`src/rtl/reg_write_back_arbiter_pkg.sv`:
```
// Shared widths, index helper and source-slot constants for the register write-back stage.
package wb_pkg;

    localparam int DEFAULT_NUM_SRC    = 4;
    localparam int DEFAULT_DATA_WIDTH = 32;
    localparam int DEFAULT_ADDR_WIDTH = 5;

    localparam int SRC_ALU = 0;
    localparam int SRC_MEM = 1;
    localparam int SRC_FPU = 2;
    localparam int SRC_CSR = 3;

    // Bits needed to index n items; never less than one so ports stay legal.
    function automatic int clog2(input int n);
        int r;
        r = 0;
        while ((1 << r) < n) begin
            r++;
        end
        return (r == 0) ? 1 : r;
    endfunction

endpackage

```
`src/rtl/reg_write_back_arbiter_rr_arbiter.sv`:
```
// Round-robin grant: search starts at ptr and wraps; lowest rotated offset with a request wins.
module rr_arbiter
    import wb_pkg::*;
#(
    parameter int N = 4,
    parameter int W = clog2(N)
) (
    input  logic [N-1:0] req,
    input  logic [W-1:0] ptr,
    input  logic         en,
    output logic [N-1:0] gnt,
    output logic [W-1:0] gnt_idx,
    output logic         any
);

    logic [W-1:0] cand_idx [N];
    logic [N-1:0] req_rot;

    generate
        for (genvar gi = 0; gi < N; gi++) begin : g_rot
            assign cand_idx[gi] = W'((int'(ptr) + gi) % N);
            assign req_rot[gi]  = req[cand_idx[gi]];
        end
    endgenerate

    always_comb begin
        gnt     = '0;
        gnt_idx = '0;
        any     = 1'b0;
        // Walk from the far end so the nearest offset to ptr is the last assignment.
        for (int k = N - 1; k >= 0; k--) begin
            if (en && req_rot[k]) begin
                any     = 1'b1;
                gnt_idx = cand_idx[k];
            end
        end
        gnt[gnt_idx] = any;
    end

endmodule

```
`src/rtl/reg_write_back_arbiter.sv`:
```
// Merges NUM_SRC result streams into one registered register-file write port.
module reg_write_back_arbiter
    import wb_pkg::*;
#(
    parameter int NUM_SRC    = DEFAULT_NUM_SRC,
    parameter int DATA_WIDTH = DEFAULT_DATA_WIDTH,
    parameter int ADDR_WIDTH = DEFAULT_ADDR_WIDTH
) (
    input  logic                            clk,
    input  logic                            rst_n,
    input  logic                            wb_stall,
    input  logic [NUM_SRC-1:0]              src_valid,
    output logic [NUM_SRC-1:0]              src_ready,
    input  logic [NUM_SRC*ADDR_WIDTH-1:0]   src_rd,
    input  logic [NUM_SRC*DATA_WIDTH-1:0]   src_data,
    output logic                            rf_we,
    output logic [ADDR_WIDTH-1:0]           rf_addr,
    output logic [DATA_WIDTH-1:0]           rf_data,
    output logic [clog2(NUM_SRC)-1:0]       grant_src
);

    localparam int IDX_W = clog2(NUM_SRC);

    logic [IDX_W-1:0]      rr_ptr_reg;
    logic [IDX_W-1:0]      rr_ptr_next;
    logic [IDX_W-1:0]      gnt_idx;
    logic                  gnt_any;
    logic [NUM_SRC-1:0]    gnt;
    logic [ADDR_WIDTH-1:0] rd_arr   [NUM_SRC];
    logic [DATA_WIDTH-1:0] data_arr [NUM_SRC];
    logic [ADDR_WIDTH-1:0] sel_rd;
    logic [DATA_WIDTH-1:0] sel_data;

    logic                  rf_we_reg;
    logic [ADDR_WIDTH-1:0] rf_addr_reg;
    logic [DATA_WIDTH-1:0] rf_data_reg;
    logic [IDX_W-1:0]      grant_src_reg;

    generate
        for (genvar gi = 0; gi < NUM_SRC; gi++) begin : g_unpack
            assign rd_arr[gi]   = src_rd[gi*ADDR_WIDTH +: ADDR_WIDTH];
            assign data_arr[gi] = src_data[gi*DATA_WIDTH +: DATA_WIDTH];
        end
    endgenerate

    // Gating with rst_n keeps ready low for the whole reset window, not just at edges.
    rr_arbiter #(
        .N (NUM_SRC),
        .W (IDX_W)
    ) u_rr_arbiter (
        .req     (src_valid),
        .ptr     (rr_ptr_reg),
        .en      (~wb_stall & rst_n),
        .gnt     (gnt),
        .gnt_idx (gnt_idx),
        .any     (gnt_any)
    );

    assign src_ready = gnt;
    assign sel_rd    = rd_arr[gnt_idx];
    assign sel_data  = data_arr[gnt_idx];

    always_comb begin
        rr_ptr_next = rr_ptr_reg;
        if (gnt_any) begin
            rr_ptr_next = (gnt_idx == IDX_W'(NUM_SRC - 1)) ? '0 : gnt_idx + 1'b1;
        end
    end

    always_ff @(posedge clk or negedge rst_n) begin
        if (!rst_n) begin
            rr_ptr_reg    <= '0;
            rf_we_reg     <= 1'b0;
            rf_addr_reg   <= '0;
            rf_data_reg   <= '0;
            grant_src_reg <= '0;
        end else begin
            rr_ptr_reg <= rr_ptr_next;
            // x0 writes complete the handshake but never reach the register file.
            rf_we_reg  <= gnt_any && (sel_rd != '0);
            if (gnt_any) begin
                rf_addr_reg   <= sel_rd;
                rf_data_reg   <= sel_data;
                grant_src_reg <= gnt_idx;
            end
        end
    end

    assign rf_we     = rf_we_reg;
    assign rf_addr   = rf_addr_reg;
    assign rf_data   = rf_data_reg;
    assign grant_src = grant_src_reg;

endmodule
```
`config.mk`:
```
export PLATFORM = sky130hd
export DESIGN_NAME = reg_write_back_arbiter
export DESIGN_NICKNAME = d
export VERILOG_FILES = /design/src/rtl/reg_write_back_arbiter_pkg.sv /design/src/rtl/reg_write_back_arbiter_rr_arbiter.sv /design/src/rtl/reg_write_back_arbiter.sv
export SDC_FILE = /design/constraint.sdc
export NUM_CORES = 1
export LEC_CHECK = 0
export CAP_MARGIN = 10
export CORE_MARGIN = 1.5
export CORE_UTILIZATION = 37
export DETAILED_ROUTE_END_ITERATION = 6
export HOLD_SLACK_MARGIN = 0.05
export PLACE_DENSITY = 0.79
export SYNTH_ARGS = -nofsm -noshare
export SYNTH_HDL_FRONTEND = slang
export SYNTH_SLANG_ARGS = --single-unit
```
`constraint.sdc`:
```
create_clock -name clk -period 3.5 [get_ports clk]
set_clock_uncertainty 0.15 [all_clocks]
set_input_delay 0.7 -clock clk [delete_from_list [all_inputs] [get_ports clk]]
set_output_delay 0.7 -clock clk [all_outputs]
set_load 0.01 [all_outputs]
```
==> impl_metrics.csv, run 1 <==
group,metric,value,unit
power_and_ir_drop,power,1.677,mW
finish,final_cell_mix,"189 x clkdlybuf4s50_1, 68 x o21a_1, 68 x a211oi_1",
power_and_ir_drop,p_leak,2.132,nW
clocking,cts_setup_buffers,0,
global_routing,grt_pass1_wl,16.95,mm
floorplan,ios,199,
clocking,clock_latency,0.29,ns
finish,nNetsFinal,698,
clocking,cts-buffers-inserted,5,
timing,setup_violations,0,
floorplan,core-area,7848,um^2
timing,max_slew_margin,0.4967,
placement,dpl_cell_area,5164,um^2
synthesis,synth_compound_area_frac,0.4558,
synthesis,synthAdderAreaFrac,0.01638,
placement,pre_cts_ws,-0.2278,ns
timing,tightest_slew,0.7550,ns
finish,postLayoutCellArea,5270,um^2
min_path,worstHoldPathType,"reg2reg",
placement,gp_congestion,0.8008,
critical_path,cp.arrival,2.28,ns
drt,wirelength,10.83,mm
critical_path,critPathMaxFanout,4,
finish,area_growth,72.48,%
power_and_ir_drop,power_density,318.2,nW/um^2
synthesis,synthMuxAreaShare,0.02907,
drt,initialDrtViolationCount,152,
clocking,cts.sinks,42,
drt,vias,3498,
floorplan,die_area,8813,um^2
timing,rsz0062_at_grt,"false",
drt,final_antenna_net_count,0,
global_routing,grt_max_degree,73,
synthesis,synth.distinct_cells,30,
drt,route.detailed.drc,0,
synthesis,avgSynthCellArea,8.607,um^2
placement,dp_cells,634,
clocking,clk_transition_reported_paths,0.08,ns
clocking,htree_levels,2,
synthesis,synth_top_flop_cell,"dfrtp_1",
job,maxCapViolCount,0,
timing,fmax,319.6,MHz
synthesis,synthSimpleGateAreaFrac,0.08436,
timing,timing.final.hold_violations,0,
finish,drive_above_1_share,0.07236,
finish,antenna_cells,0,
synthesis,synth_warnings,0,
clocking,cts_buffer_depth,2,
drt,first_pass_iters,4,
synthesis,ys_seq_area_frac,0.3440,
timing,fin_ws,0.3716,ns
floorplan,initial_utilization,0.3893,
global_routing,antenna_found_initial,0,
timing,period_share,0.8938,
synthesis,synth-seq-cells,42,
critical_path,crit_type,"in2out",
floorplan,fp.dieW,93.88,um
power_and_ir_drop,ir_drop,0.0001327,V
finish,final_common_cell,"clkdlybuf4s50_1",
synthesis,synth_xor_area_frac,0,
synthesis,syn_area,3055,um^2
timing,drv_slew,0,
global_routing,gr-total-overflow,0,
floorplan,placement_rows,32,
placement,io_buffers,198,
synthesis,synthArstFlopShare,1.000,
drt,routedWlPerCell,16.89,um
critical_path,cp-start-kind,"primary input",
synthesis,synth-edff-count,0,
run_status,status,"completed",
drt,vias_per_cell,5.457,
synthesis,syn_nets,514,
global_routing,grt_pass1_vias,3472,
timing,holdWs,0.3278,ns
critical_path,crit_required,2.65,ns
global_routing,grt_usage,0.2452,
clocking,root_buffer,"clkbuf_8",
synthesis,synth_top_family_by_area,"compound AO/OA/AOI/OAI gates",
floorplan,die-height,93.88,um
clocking,cts_tree,"built",
critical_path,end_kind,"output pin",
placement,dp_hpwl,8.165,mm
synthesis,synth_cells,355,
timing,finalCriticalPeriod,3.128,ns
finish,largest_reg_flops,32,
finish,finalNonFillerCells,641,
layout make-up:
type	instances	area, um^2
Fill cell	664	2577
Timing Repair Buffer	215	2110
Multi-Input combinational cell	256	1834
Sequential cell	42	1051
Tap cell	102	127.6
Clock buffer	7	76.32
Inverter	19	71.32
per-stage QoR:
step                setup TNS [ns]  utilization
finish                           0       0.6716
global route                     0       0.6716
CTS                              0       0.6700
detailed placement         -0.9370       0.6580
global placement           -0.6456       0.6580
floorplan                        0            -
layer usage:
metal,wire length (um),vias to the layer above,GRT usage
met2,5409,138,0.4372
met1,4455,1640,0.2895
met5,0,-,0
li1,-,1700,-
met3,743,20,0.06472
met4,221,0,0.06592
cells by family (layout without fill, tap and decap cells):
logic type | count (synthesis) | count (layout)
compound gates | 185 | 185
fa+ha+maj | 4 | 4
buf+inv | 57 | 241
flops | 42 | 42
mux | 5 | 5
simple gates | 62 | 62
final timing paths:
check                              start           end  slack, ns  depth (start not counted)
hold / removal               rf_data[23]   rf_data[23]       0.33                          2
setup / recovery                wb_stall  src_ready[3]       0.37                          9
max in group asynchronous          rst_n    rf_data[8]       2.49                          2
hold reg to reg              rf_data[23]   rf_data[23]       0.33                          2
setup reg to reg           rr_ptr_reg[1]         rf_we       0.71                          8
min in group asynchronous          rst_n         rf_we       0.34                          2
critical path, stage by stage:
cell	delay [ns]
clkdlybuf4s50_1	0.42
nor2b_2	0.18
nand2_2	0.11
a221oi_4	0.21
or2_4	0.19
ha_1	0.18
inv_1	0.05
nor2_1	0.08
dlymetal6s2s_1	0.16
where the power goes:
group	leakage (nW)	switching [mW]	internal, mW
Combinational	1.57	0.312	0.432
Clock	0.0383	0.161	0.138
Sequential	0.521	0.0581	0.575
Total	2.13	0.531	1.15
timing repair:
item	CTS	global route
hold buffers	0	0
setup endpoints to repair	4	4
gates resized for setup	10	5
pin swaps	2	1
synth_stat cells (2+ instances only):
master | n | area [um^2]
o21ai_1 | 2 | 10.01
nor2b_1 | 3 | 18.77
o21ai_0 | 5 | 25.02
clkbuf_1 | 31 | 116.4
a21oi_1 | 2 | 10.01
o21a_1 | 68 | 510.5
nor2_1 | 8 | 30.03
buf_1 | 6 | 22.52
nand2_1 | 44 | 165.2
ha_1 | 4 | 50.05
mux4_2 | 3 | 67.56
o31ai_1 | 35 | 262.8
inv_1 | 17 | 63.81
inv_2 | 2 | 7.510
a211oi_1 | 68 | 510.5
dfrtp_1 | 42 | 1051
nor3_1 | 2 | 10.01
Note: power is estimated with default switching activity, not from simulation.
==> run 2: changes to the inputs <==
--- a/config.mk
+++ b/config.mk
@@ -7,10 +7,11 @@
 export LEC_CHECK = 0
 export CAP_MARGIN = 10
 export CORE_MARGIN = 1.5
-export CORE_UTILIZATION = 37
+export CORE_UTILIZATION = 38
+export CTS_BUF_LIST = sky130_fd_sc_hd__clkbuf_4
 export DETAILED_ROUTE_END_ITERATION = 6
 export HOLD_SLACK_MARGIN = 0.05
-export PLACE_DENSITY = 0.79
+export PLACE_DENSITY = 0.81
 export SYNTH_ARGS = -nofsm -noshare
 export SYNTH_HDL_FRONTEND = slang
 export SYNTH_SLANG_ARGS = --single-unit
==> impl_metrics.csv, run 2 (synthesis gave the netlist of run 1 again) <==
group,metric,value,unit
critical_path,r2r_end,"rf_we",
finish,nNetsFinal,699,
finish,fin_util,0.6749,
placement,dp_hpwl,8.038,mm
finish,fillers,663,
timing,setup_violations,0,
floorplan,placement_rows,32,
floorplan,die_area,8588,um^2
power_and_ir_drop,power_density,308.6,nW/um^2
critical_path,critPathMaxFanout,3,
clocking,clock_latency,0.34,ns
drt,vias_per_cell,5.519,
global_routing,gr-total-overflow,0,
critical_path,r2r_start,"rr_ptr_reg[0]",
drt,final_antenna_net_count,0,
timing,period_share,0.9423,
finish,regArea,1051,um^2
power_and_ir_drop,p_comb_frac,0.460,
clocking,cts_tree,"built",
timing,holdWs,0.2706,ns
drt,routedWlPerCell,16.87,um
global_routing,grt_usage,0.2481,
finish,multi_input_area,1827,um^2
floorplan,core-area,7767,um^2
timing,fmax,303.2,MHz
timing,max_slew_margin,0.4926,
finish,area_growth,71.58,%
power_and_ir_drop,pwr-share-seq,0.391,
finish,postLayoutCellArea,5243,um^2
min_path,worstHoldPathType,"in2async",
clocking,cts.sinks,42,
timing,drv_slew,0,
floorplan,ios,199,
placement,dp_cells,634,
critical_path,end_kind,"output pin",
job,maxCapViolCount,0,
placement,pre_cts_ws,-0.2177,ns
drt,first_pass_iters,4,
drt,wirelength,10.83,mm
timing,timing.final.hold_violations,0,
finish,antenna_cells,0,
critical_path,cp.arrival,2.45,ns
critical_path,cp-start-kind,"primary input",
clocking,htree_levels,2,
floorplan,initial_utilization,0.3934,
global_routing,grt_pass1_wl,16.95,mm
timing,tightest_slew,0.7612,ns
power_and_ir_drop,switching_power,520.2,uW
floorplan,die-height,92.67,um
placement,io_buffers,198,
finish,final_common_cell,"clkdlybuf4s50_1",
drt,route.detailed.drc,0,
floorplan,fp.dieW,92.67,um
finish,largest_reg_flops,32,
clocking,cts-buffers-inserted,5,
timing,fin_ws,0.2021,ns
timing,rsz0062_at_grt,"false",
critical_path,crit_type,"in2out",
clocking,postCtsHoldBufs,0,
global_routing,grt_max_degree,73,
power_and_ir_drop,swShare,0.3215,
clocking,root_buffer,"clkbuf_4",
clocking,clk_transition_reported_paths,0.11,ns
finish,final_cell_mix,"189 x clkdlybuf4s50_1, 68 x o21a_1, 68 x a211oi_1",
placement,gp_congestion,0.8216,
drt,initialDrtViolationCount,162,
power_and_ir_drop,p_int,1.098,mW
run_status,status,"completed",
global_routing,grt_pass1_vias,3470,
clocking,cts_buffer_depth,2,
finish,finalNonFillerCells,642,
power_and_ir_drop,p_leak,2.118,nW
critical_path,ff2ff_setup_slack,0.76,ns
power_and_ir_drop,p_clk_frac,0.149,
critical_path,crit_required,2.65,ns
critical_path,r2r_cells,7,
global_routing,antenna_found_initial,0,
power_and_ir_drop,ir_drop,0.0001361,V
placement,dpl_cell_area,5164,um^2
timing,finalCriticalPeriod,3.298,ns
finish,drive_above_1_share,0.07407,
drt,vias,3543,
-- run 2: timing repair --
action                     CTS  global route
gates resized for setup     10             3
setup buffers                1             0
cloned                       0             0
setup endpoints to repair    4             3
-- run 2: power by group through the flow --
| stage | logic [mW] | registers, mW | clock network, mW |
|---|---|---|---|
| 2_1_floorplan | 0.263 | 0.673 | 0 |
| 3_3_place_gp | 0.731 | 0.636 | 0 |
| 6_report | 0.744 | 0.632 | 0.241 |
| 4_1_cts | 0.749 | 0.632 | 0.249 |
| 5_1_grt | 0.804 | 0.644 | 0.274 |
| 3_5_place_dp | 0.743 | 0.642 | 0 |
-- run 2: area by class of cell --
type / instances / area share
clock buffer: 7 / 0.01002
inverter: 19 / 0.01360
multi-input combinational: 256 / 0.3484
sequential: 42 / 0.2005
tap: 102 / 0.02434
timing repair buffer: 216 / 0.4031
-- run 2: worst max-delay path by stage --
stage	start	end	slack [ns]	cells after the start
2_1_floorplan	src_valid[0]	src_ready[0]	0.40	9
3_3_place_gp	src_valid[0]	src_ready[3]	-0.16	10
3_5_place_dp	src_valid[0]	src_ready[3]	-0.22	10
4_1_cts	wb_stall	src_ready[1]	0.01	10
5_1_grt	wb_stall	src_ready[3]	0.1	10
6_report	wb_stall	src_ready[3]	0.20	11
-- run 2: stage by stage --
| step | total power, mW | TNS (ns) |
|---|---|---|
| after global routing | 1.723 | 0 |
| final | 1.618 | 0 |
| after detailed placement | 1.384 | -0.8182 |
| after CTS | 1.630 | 0 |
| after global placement | 1.368 | -0.6101 |
| after floorplan | 0.9359 | 0 |
-- run 2: worst max-delay path, stage by stage --
cell and delay [ns]:
clkdlybuf4s50_1 0.47, nor2b_2 0.05, buf_4 0.13, nand2_1 0.09, nor2_4 0.04, or2_4 0.26, buf_4 0.14, ha_1 0.18
inv_1 0.05, nor2_1 0.03, dlygate4sd2_1 0.28
-- run 2: layer usage --
layer,track usage,vias up,share of wire,wire length (um)
li1,-,1712,-,-
met1,0.2940,1664,0.40,4364
met2,0.4393,145,0.51,5493
met3,0.05008,22,0.065,705
met4,0.09470,0,0.025,268
met5,0,-,0,0
